[src/rtl/soc_mem_resp_pkg.sv]
// Shared types for the data-side SRAM responder: the core data bus
// request/response structs, the response tag carried down the latency
// pipe, the grant FSM states and parameter ceilings.
package soc_mem_resp_pkg;

  localparam int MAX_MEM_LATENCY = 4;
  localparam int MAX_GNT_WAIT    = 15;

  // Core data port, master to slave (same layout as the SoC interface list)
  typedef struct packed {
    logic        data_req;
    logic [31:0] data_addr;
    logic        data_we;
    logic [3:0]  data_be;
    logic [31:0] data_wdata;
  } CORE_DATA_INF_M2S;

  // Core data port, slave to master
  typedef struct packed {
    logic        data_gnt;
    logic        data_rvalid;
    logic [31:0] data_rdata;
  } CORE_DATA_INF_S2M;

  // One granted transaction travelling towards its rvalid slot
  typedef struct packed {
    logic valid;
    logic we;
    logic in_win;
  } resp_tag_t;

  typedef enum logic [1:0] {
    IDLE,
    WAIT,
    GRANT
  } gnt_state_e;

endpackage

[src/rtl/cv32e_resp_delay_line.sv]
// Fixed-depth shift register of response tags. A tag entering on cycle N
// appears on tag_o on cycle N+DEPTH, which lines it up with SRAM read data.
module cv32e_resp_delay_line
  import soc_mem_resp_pkg::*;
#(
  parameter int DEPTH = 1
) (
  input  logic      clk_i,
  input  logic      rst_i,
  input  resp_tag_t tag_i,
  output resp_tag_t tag_o
);

  resp_tag_t [DEPTH-1:0] tag_pipe;

  // Shift every cycle; reset flushes all in-flight tags.
  always_ff @(posedge clk_i or posedge rst_i) begin
    if (rst_i) begin
      tag_pipe <= '0;
    end else begin
      tag_pipe[0] <= tag_i;
      for (int i = 1; i < DEPTH; i++) tag_pipe[i] <= tag_pipe[i-1];
    end
  end

  assign tag_o = tag_pipe[DEPTH-1];

endmodule

[src/rtl/cv32e_data_mem_responder.sv]
// Slave end of the core data req/gnt/rvalid protocol onto a single-port
// synchronous SRAM. Adds programmable grant wait states, a cap on
// outstanding transactions and in-order responses after MEM_LATENCY.
module cv32e_data_mem_responder
  import soc_mem_resp_pkg::*;
#(
  parameter logic [31:0] BASE_ADDR       = 32'h0000_0000,
  parameter int          MEM_WORDS       = 4096,
  parameter int          MEM_LATENCY     = 1,
  parameter int          GNT_WAIT        = 0,
  parameter int          MAX_OUTSTANDING = 2,
  parameter logic [31:0] ERR_RDATA       = 32'hDEAD_BEEF,
  localparam int         AW              = $clog2(MEM_WORDS)
) (
  input  logic             clk_i,
  input  logic             rst_i,
  input  CORE_DATA_INF_M2S data_slave_inf_m2s,
  output CORE_DATA_INF_S2M data_slave_inf_s2m,
  output logic             mem_req_o,
  output logic             mem_we_o,
  output logic [AW-1:0]    mem_addr_o,
  output logic [3:0]       mem_be_o,
  output logic [31:0]      mem_wdata_o,
  input  logic [31:0]      mem_rdata_i
);

  localparam int          OW        = $clog2(MAX_OUTSTANDING + 1);
  localparam logic [31:0] WIN_BYTES = 32'(MEM_WORDS * 4);
  localparam logic [3:0]  WAIT_LOAD = 4'(GNT_WAIT - 1);

  // ---------------- address decode ----------------
  logic [31:0] offs;
  logic        in_win;
  logic        unused_addr_bits;

  assign offs   = data_slave_inf_m2s.data_addr - BASE_ADDR;
  assign in_win = offs < WIN_BYTES;
  // Byte lane bits and bits above the window are not part of the word address.
  assign unused_addr_bits = ^{offs[31:AW+2], offs[1:0]};

  // ---------------- grant FSM ----------------
  gnt_state_e    state_q, state_d;
  logic [3:0]    wcnt_q, wcnt_d;
  logic [OW-1:0] ost_q;
  logic          can_issue;
  logic          gnt_raw, gnt, xfer;
  logic          req;
  resp_tag_t     tag_in, tag_out;

  assign req       = data_slave_inf_m2s.data_req;
  assign can_issue = ost_q < OW'(MAX_OUTSTANDING);

  // State and wait counter registers.
  always_ff @(posedge clk_i or posedge rst_i) begin
    if (rst_i) begin
      state_q <= IDLE;
      wcnt_q  <= '0;
    end else begin
      state_q <= state_d;
      wcnt_q  <= wcnt_d;
    end
  end

  // Next state and grant. The counter is loaded with GNT_WAIT-1 and GRANT is
  // entered when it would reach zero, so gnt lands exactly GNT_WAIT cycles
  // after the request is first seen with room to issue.
  always_comb begin
    state_d = state_q;
    wcnt_d  = wcnt_q;
    gnt_raw = 1'b0;
    if (GNT_WAIT == 0) begin
      state_d = IDLE;
      gnt_raw = req & can_issue;
    end else begin
      case (state_q)
        IDLE: begin
          if (req && can_issue) begin
            wcnt_d  = WAIT_LOAD;
            state_d = (GNT_WAIT == 1) ? GRANT : WAIT;
          end
        end
        WAIT: begin
          if (!req) begin
            state_d = IDLE;
          end else begin
            wcnt_d = wcnt_q - 4'd1;
            if (wcnt_q == 4'd1) state_d = GRANT;
          end
        end
        GRANT: begin
          if (!req) begin
            state_d = IDLE;
          end else if (can_issue) begin
            gnt_raw = 1'b1;
            state_d = IDLE;
          end
        end
        default: state_d = IDLE;
      endcase
    end
  end

  // Combinational grant must also read 0 while reset is held.
  assign gnt  = gnt_raw & ~rst_i;
  assign xfer = req & gnt;

  // ---------------- SRAM side ----------------
  assign mem_req_o   = xfer & in_win;
  assign mem_we_o    = mem_req_o & data_slave_inf_m2s.data_we;
  assign mem_addr_o  = mem_req_o ? offs[AW+1:2] : '0;
  assign mem_be_o    = mem_req_o ? data_slave_inf_m2s.data_be : 4'h0;
  assign mem_wdata_o = mem_req_o ? data_slave_inf_m2s.data_wdata : 32'h0;

  // ---------------- response path ----------------
  assign tag_in.valid  = xfer;
  assign tag_in.we     = xfer & data_slave_inf_m2s.data_we;
  assign tag_in.in_win = xfer & in_win;

  cv32e_resp_delay_line #(
    .DEPTH (MEM_LATENCY)
  ) u_delay (
    .clk_i (clk_i),
    .rst_i (rst_i),
    .tag_i (tag_in),
    .tag_o (tag_out)
  );

  // Outstanding count: a grant and a response in the same cycle cancel out.
  always_ff @(posedge clk_i or posedge rst_i) begin
    if (rst_i) begin
      ost_q <= '0;
    end else if (xfer && !tag_out.valid) begin
      ost_q <= ost_q + OW'(1);
    end else if (!xfer && tag_out.valid) begin
      ost_q <= ost_q - OW'(1);
    end
  end

  // Response mux: writes answer 0, out-of-window reads answer ERR_RDATA.
  always_comb begin
    data_slave_inf_s2m             = '0;
    data_slave_inf_s2m.data_gnt    = gnt;
    data_slave_inf_s2m.data_rvalid = tag_out.valid;
    if (tag_out.valid && !tag_out.we) begin
      data_slave_inf_s2m.data_rdata = tag_out.in_win ? mem_rdata_i : ERR_RDATA;
    end
  end

endmodule

[config.mk]
export PLATFORM = sky130hd
export DESIGN_NAME = cv32e_data_mem_responder
export DESIGN_NICKNAME = d
export VERILOG_FILES = /design/src/rtl/soc_mem_resp_pkg.sv /design/src/rtl/cv32e_resp_delay_line.sv /design/src/rtl/cv32e_data_mem_responder.sv
export SDC_FILE = /design/constraint.sdc
export NUM_CORES = 1
export LEC_CHECK = 0
export BUFFER_PORTS_ARGS = -buffer_cell sky130_fd_sc_hd__buf_2
export CAP_MARGIN = 0
export CORE_AREA = 2 2 73 75
export CTS_BUF_LIST = sky130_fd_sc_hd__clkbuf_16
export DETAILED_ROUTE_END_ITERATION = 7
export DIE_AREA = 0 0 75 77
export GPL_ROUTABILITY_DRIVEN = 0
export GPL_TIMING_DRIVEN = 0
export PLACE_DENSITY_LB_ADDON = 0.1
export SKIP_LAST_GASP = 1
export SLEW_MARGIN = 20
export SYNTH_ARGS = -nofsm -noshare
export SYNTH_HDL_FRONTEND = slang
export SYNTH_SLANG_ARGS = --single-unit
[constraint.sdc]
create_clock -name clk_i -period 2.9 [get_ports clk_i]
set_input_delay 0.145 -clock clk_i [delete_from_list [all_inputs] [get_ports clk_i]]
set_output_delay 0.145 -clock clk_i [all_outputs]
set_load 0.05 [all_outputs]
== Word level (Yosys, flattened, before mapping) ==
Cells that the tools add are included.

* Register bits: 5
* Input port bits: 104
* Output and inout port bits: 84
* Logic and storage cells: 29

* $add $sub $neg: 2
* $lt $le $gt $ge: 2
* Mux-type cells: 7
* Bitwise logic cells: 7
* Reductions and logical operators: 7

{| class="wikitable"
|+ Operator list
! kind !! count
|-
| 2-to-1 mux 32 bit || 3
|-
| < comparator 32 x 15 -> 1 bit (second input constant) || 1
|-
| 2-to-1 mux 12 bit || 1
|-
| bitwise AND 1 bit || 6
|-
| 2-to-1 mux 2 bit || 2
|-
| 2-to-1 mux 4 bit || 1
|-
| logical AND 1 bit || 3
|-
| logical NOT 1 bit || 3
|-
| adder 2 x 1 -> 2 bit (second input constant) || 1
|-
| < comparator 2 bit (second input constant) || 1
|-
| nonzero test 2 bit || 1
|-
| subtractor 2 x 1 -> 2 bit (second input constant) || 1
|-
| NOT 1 bit || 1
|}

== Depth between registers and ports, before layout ==
* Depth after elaboration: 8
* Mapped depth: 6
* Gate-level depth less buffers: 5

== Hierarchy ==
A second synthesis with hierarchy kept.

* Cell total of the unflattened synthesis: 152
* Area total of the unflattened synthesis: 1079.8 µm²

{| class="wikitable"
|+ By module, submodules not included
! module !! instances !! cells an instance !! area an instance (µm²) !! sequential area each (µm²)
|-
| cv32e_data_mem_responder || 1 || 148 || 1001.0 || 50.0
|-
| cv32e_resp_delay_line || 1 || 4 || 78.8 || 75.1
|}

== Worst setup path after synthesis ==
No wires, ideal clock.

* Path type: in2reg
* From: input port data_slave_inf_m2s[66] in the netlist's numbering
* To: register u_delay.tag_pipe, in the netlist u_delay.tag_o[0]
* Setup time: 173 ps
* Arrival time: 1564 ps
* Required time: 2727 ps
* Setup slack: 1162 ps
* Stages on the path: 4
* Buffers on the path: 1
* Cells stage by stage: or4_4 nor3_4 buf_6 and3_1

* Word-level cells in the longest chain between the ends: 2

{| class="wikitable"
|+ Ends and longest elaborated chain
! item !! line !! text
|-
| start: declaration || cv32e_data_mem_responder.sv:17 || <nowiki>input CORE_DATA_INF_M2S data_slave_inf_m2s,</nowiki>
|-
| < comparator 32 x 15 -> 1 bit || cv32e_data_mem_responder.sv:37 || <nowiki>assign in_win = offs < WIN_BYTES;</nowiki>
|-
| bitwise AND 1 bit || n/a ||
|-
| net mem_req_o || cv32e_data_mem_responder.sv:19 || <nowiki>output logic mem_req_o,</nowiki>
|-
| end: declaration || cv32e_resp_delay_line.sv:14 || <nowiki>resp_tag_t [DEPTH-1:0] tag_pipe;</nowiki>
|}

The timed path passes the listed nets, and every way through them passes these cells.
A chain may end at the register's enable or synchronous reset.

==> summary.md <==
| Metric | Value |
|---|---|
| Clock root buffer | `clkbuf_16` |
| Reg-to-reg critical path startpoint | `ost_q[1]$_DFFE_PP0P_` |
| Largest net degree at the start of global routing | `12` |
| Post_cts resized | `0` |
| Core Area | `0.00498 mm2` |
| Remaining Overflow, GRT | `0` |
| Power per cell area | `353 mW/mm2` |
| Clk slew on worst S/H paths | `0.03 ns` |
| CP max FO | `11` |
| CTS Buf Count | `3` |
| Final wirelength | `4500 um` |
| Initial antenna violation count | `0` |
| Clk_lat worst skew | `0.23 ns` |
| Commonest non-fill, non-tap cell in the layout | `buf_2` |
| Min Hold Slack | `0.157 ns` |
| Routed vias | `1781` |
| Seq/Total Area, Yosys | `0.115` |
| Dpl hpwl | `between 3000 and 4000 um` |
| Port bufs | `185` |
| Fillers | `534` |
| Drt drc | `0` |
| WS Path Type | `in2out` |
| IO Pins | `188` |
| Tmin final | `around 2.5 ns` |
| Arr. time, crit path | `2.32 ns` |
| Final setup vio count | `0` |
| Drt wl/cell | `10.9 um` |
| Drt first pass iters | `4` |
| Final WS setup | `0.438 ns` |
| Post-CTS setup buffer count | `0` |
| Clock buffer depth | `2` |
| Share of cells above drive strength 1 | `0.576` |
| P_leak | `1.50 nW` |
| Vias in the first global route | `1550` |
| Synth Warn # | `0` |
| Layout overhead on the synthesized area | `102%` |
| Final #Nets | `448` |
| Most frequent cells in the layout | `buf_2 (185), and4_1 (48), inv_1 (27)` |
| Synth Instances | `152` |
| Hold Crit Start | `data_slave_inf_m2s[36]` |
| Syn_area_per_cell | `7.13 um2` |
| Fmax | `between 0.4 and 0.5 GHz` |
| Unrepaired setup endpoints after global routing | `false` |
| # Max-Cap Violations | `0` |
| Status | `finished clean` |
| Clock sinks | `5` |
| CP Launch Point | `rst_i` |
| Die width | `75 um` |
| Die height | `77 um` |
| CP startpoint kind | `input port` |
| Iteration-0 DRC Markers | `24` |
| Global-route wire length before repair | `6680 um` |
| Peak supply drop | `164 uV` |
| Total Routing Usage GR | `0.141` |
| Initial Utilization | `0.218` |
| Yosys cell types | `18` |
| WP data required | `2.76 ns` |
| Fin. Hold Viols | `0` |
| Relative slew margins | `0.492` |
| Syn nets | `~260` |
| Worst setup EP type | `output port` |
| HP Class | `in2reg` |
| Worst slew pin tran | `~0.76 ns` |
| Post-Synthesis Cell Area | `0.00108 mm2` |
| Vias per cell | `4.32` |
| Final Max Slew Viols | `0` |
| # diodes | `0` |
| Place WS | `0.692 ns` |
| Cell row count | `26` |
| Post-route ant nets | `0` |
| Tcrit/Tclk final | `0.849` |
| H-tree levels | `1` |
| Clock skew | `approximately 0.0016 ns` |
| Register bit total from synthesis | `5` |
| CTS tree | `built` |
| Die area | `about 0.0058 mm2` |
| Post-Route Setup TNS | `0 ns` |
-- synthesized netlist by cell type --
cell / instances / area share
a21oi_1: 24 / 0.11
and2_1: 1 / 0.0058
and3_1: 11 / 0.064
and4_1: 48 / 0.39
buf_4: 2 / 0.014
buf_6: 5 / 0.052
clkbuf_1: 16 / 0.055
dfrtp_1: 5 / 0.12
ha_1: 1 / 0.012
inv_1: 26 / 0.090
nand2b_1: 1 / 0.0058
nor2_1: 2 / 0.0069
nor3_4: 1 / 0.015
nor3b_1: 2 / 0.014
nor4_1: 3 / 0.017
or4_4: 1 / 0.010
xnor2_1: 1 / 0.0081
xor2_1: 2 / 0.016
-- logic make-up after synthesis --
kind of cell | Yosys count | synth area share
buf+inv | 49 | 0.211
simple gates | 70 | 0.527
xor+xnor | 3 | 0.0243
fa+ha+maj | 1 | 0.0115
flops | 5 | 0.115
compound gates | 24 | 0.111
-- state kept, by name (all words and copies together) (netlist names) --
signal,count
ost_q,2
u_delay.tag_o,3
-- critical path, cell delays in order --
cell	delay, ns
dlygate4sd3_1	0.53
buf_2	0.13
nor3b_1	0.62
clkbuf_1	0.37
and3_1	0.24
buf_2	0.27
-- worst paths after layout --
kind / to / slack (ns) / depth (start not counted)
worst max register to register: ost_q[1]$_DFFE_PP0P_ / 0.79 / 5
worst max-delay path: mem_req_o / 0.44 / 6
max in group asynchronous: u_delay.tag_o[0]$_DFF_PP0_ / 2.35 / 3
worst min register to register: ost_q[0]$_DFFE_PP0P_ / 0.48 / 1
worst min-delay path: u_delay.tag_o[1]$_DFF_PP0_ / 0.16 / 2
min in group asynchronous: ost_q[1]$_DFFE_PP0P_ / 0.38 / 3
-- where the power goes --
group	leakage [nW]	switching, W	internal [W]
registers	0.0643	0.0000149	0.0000888
logic	1.39	0.000310	0.000135
clock network	0.0423	0.0000450	0.000179
total	1.50	0.000370	0.000402
-- metal layers --
layer  vias to the layer above  wire length (um)  global-route usage
li1                        934                 -                   -
met2                       107              2300               0.272
met3                         6               511              0.0210
met4                         0                51              0.0429
met1                       734              1640               0.150
met5                         -                 0                   0
-- through the flow --
| stage | utilization | total power (W) | std cells | area, um2 |
|---|---|---|---|---|
| after global routing | 0.439 | 0.000819 | 412 | 2190 |
| after detailed placement | 0.421 | 0.000549 | 407 | 2100 |
| after global placement | 0.421 | 0.000548 | 407 | 2100 |
| after CTS | 0.439 | 0.000778 | 412 | 2190 |
| final | 0.439 | 0.000772 | 412 | 2190 |
| after floorplan | - | 0.000412 | 152 | 1080 |
-- final cells by class --
| type | count | area, um2 | share of cell area |
|---|---|---|---|
| timing repair buffer | 186 | 936 | 0.428 |
| multi-input combinational | 98 | 729 | 0.334 |
| buffer | 23 | 131 | 0.0601 |
| sequential | 5 | 125 | 0.0572 |
| inverter | 26 | 97.6 | 0.0446 |
| tap | 70 | 87.6 | 0.0401 |
| clock buffer | 3 | 75.1 | 0.0343 |
| clock inverter | 1 | 3.75 | 0.00172 |
-- what timing repair did --
action	CTS	global route
endpoints found under the hold margin	5	0
setup endpoints to repair	0	0
hold buffers	1	0
Power figures use the tool's default switching activity.
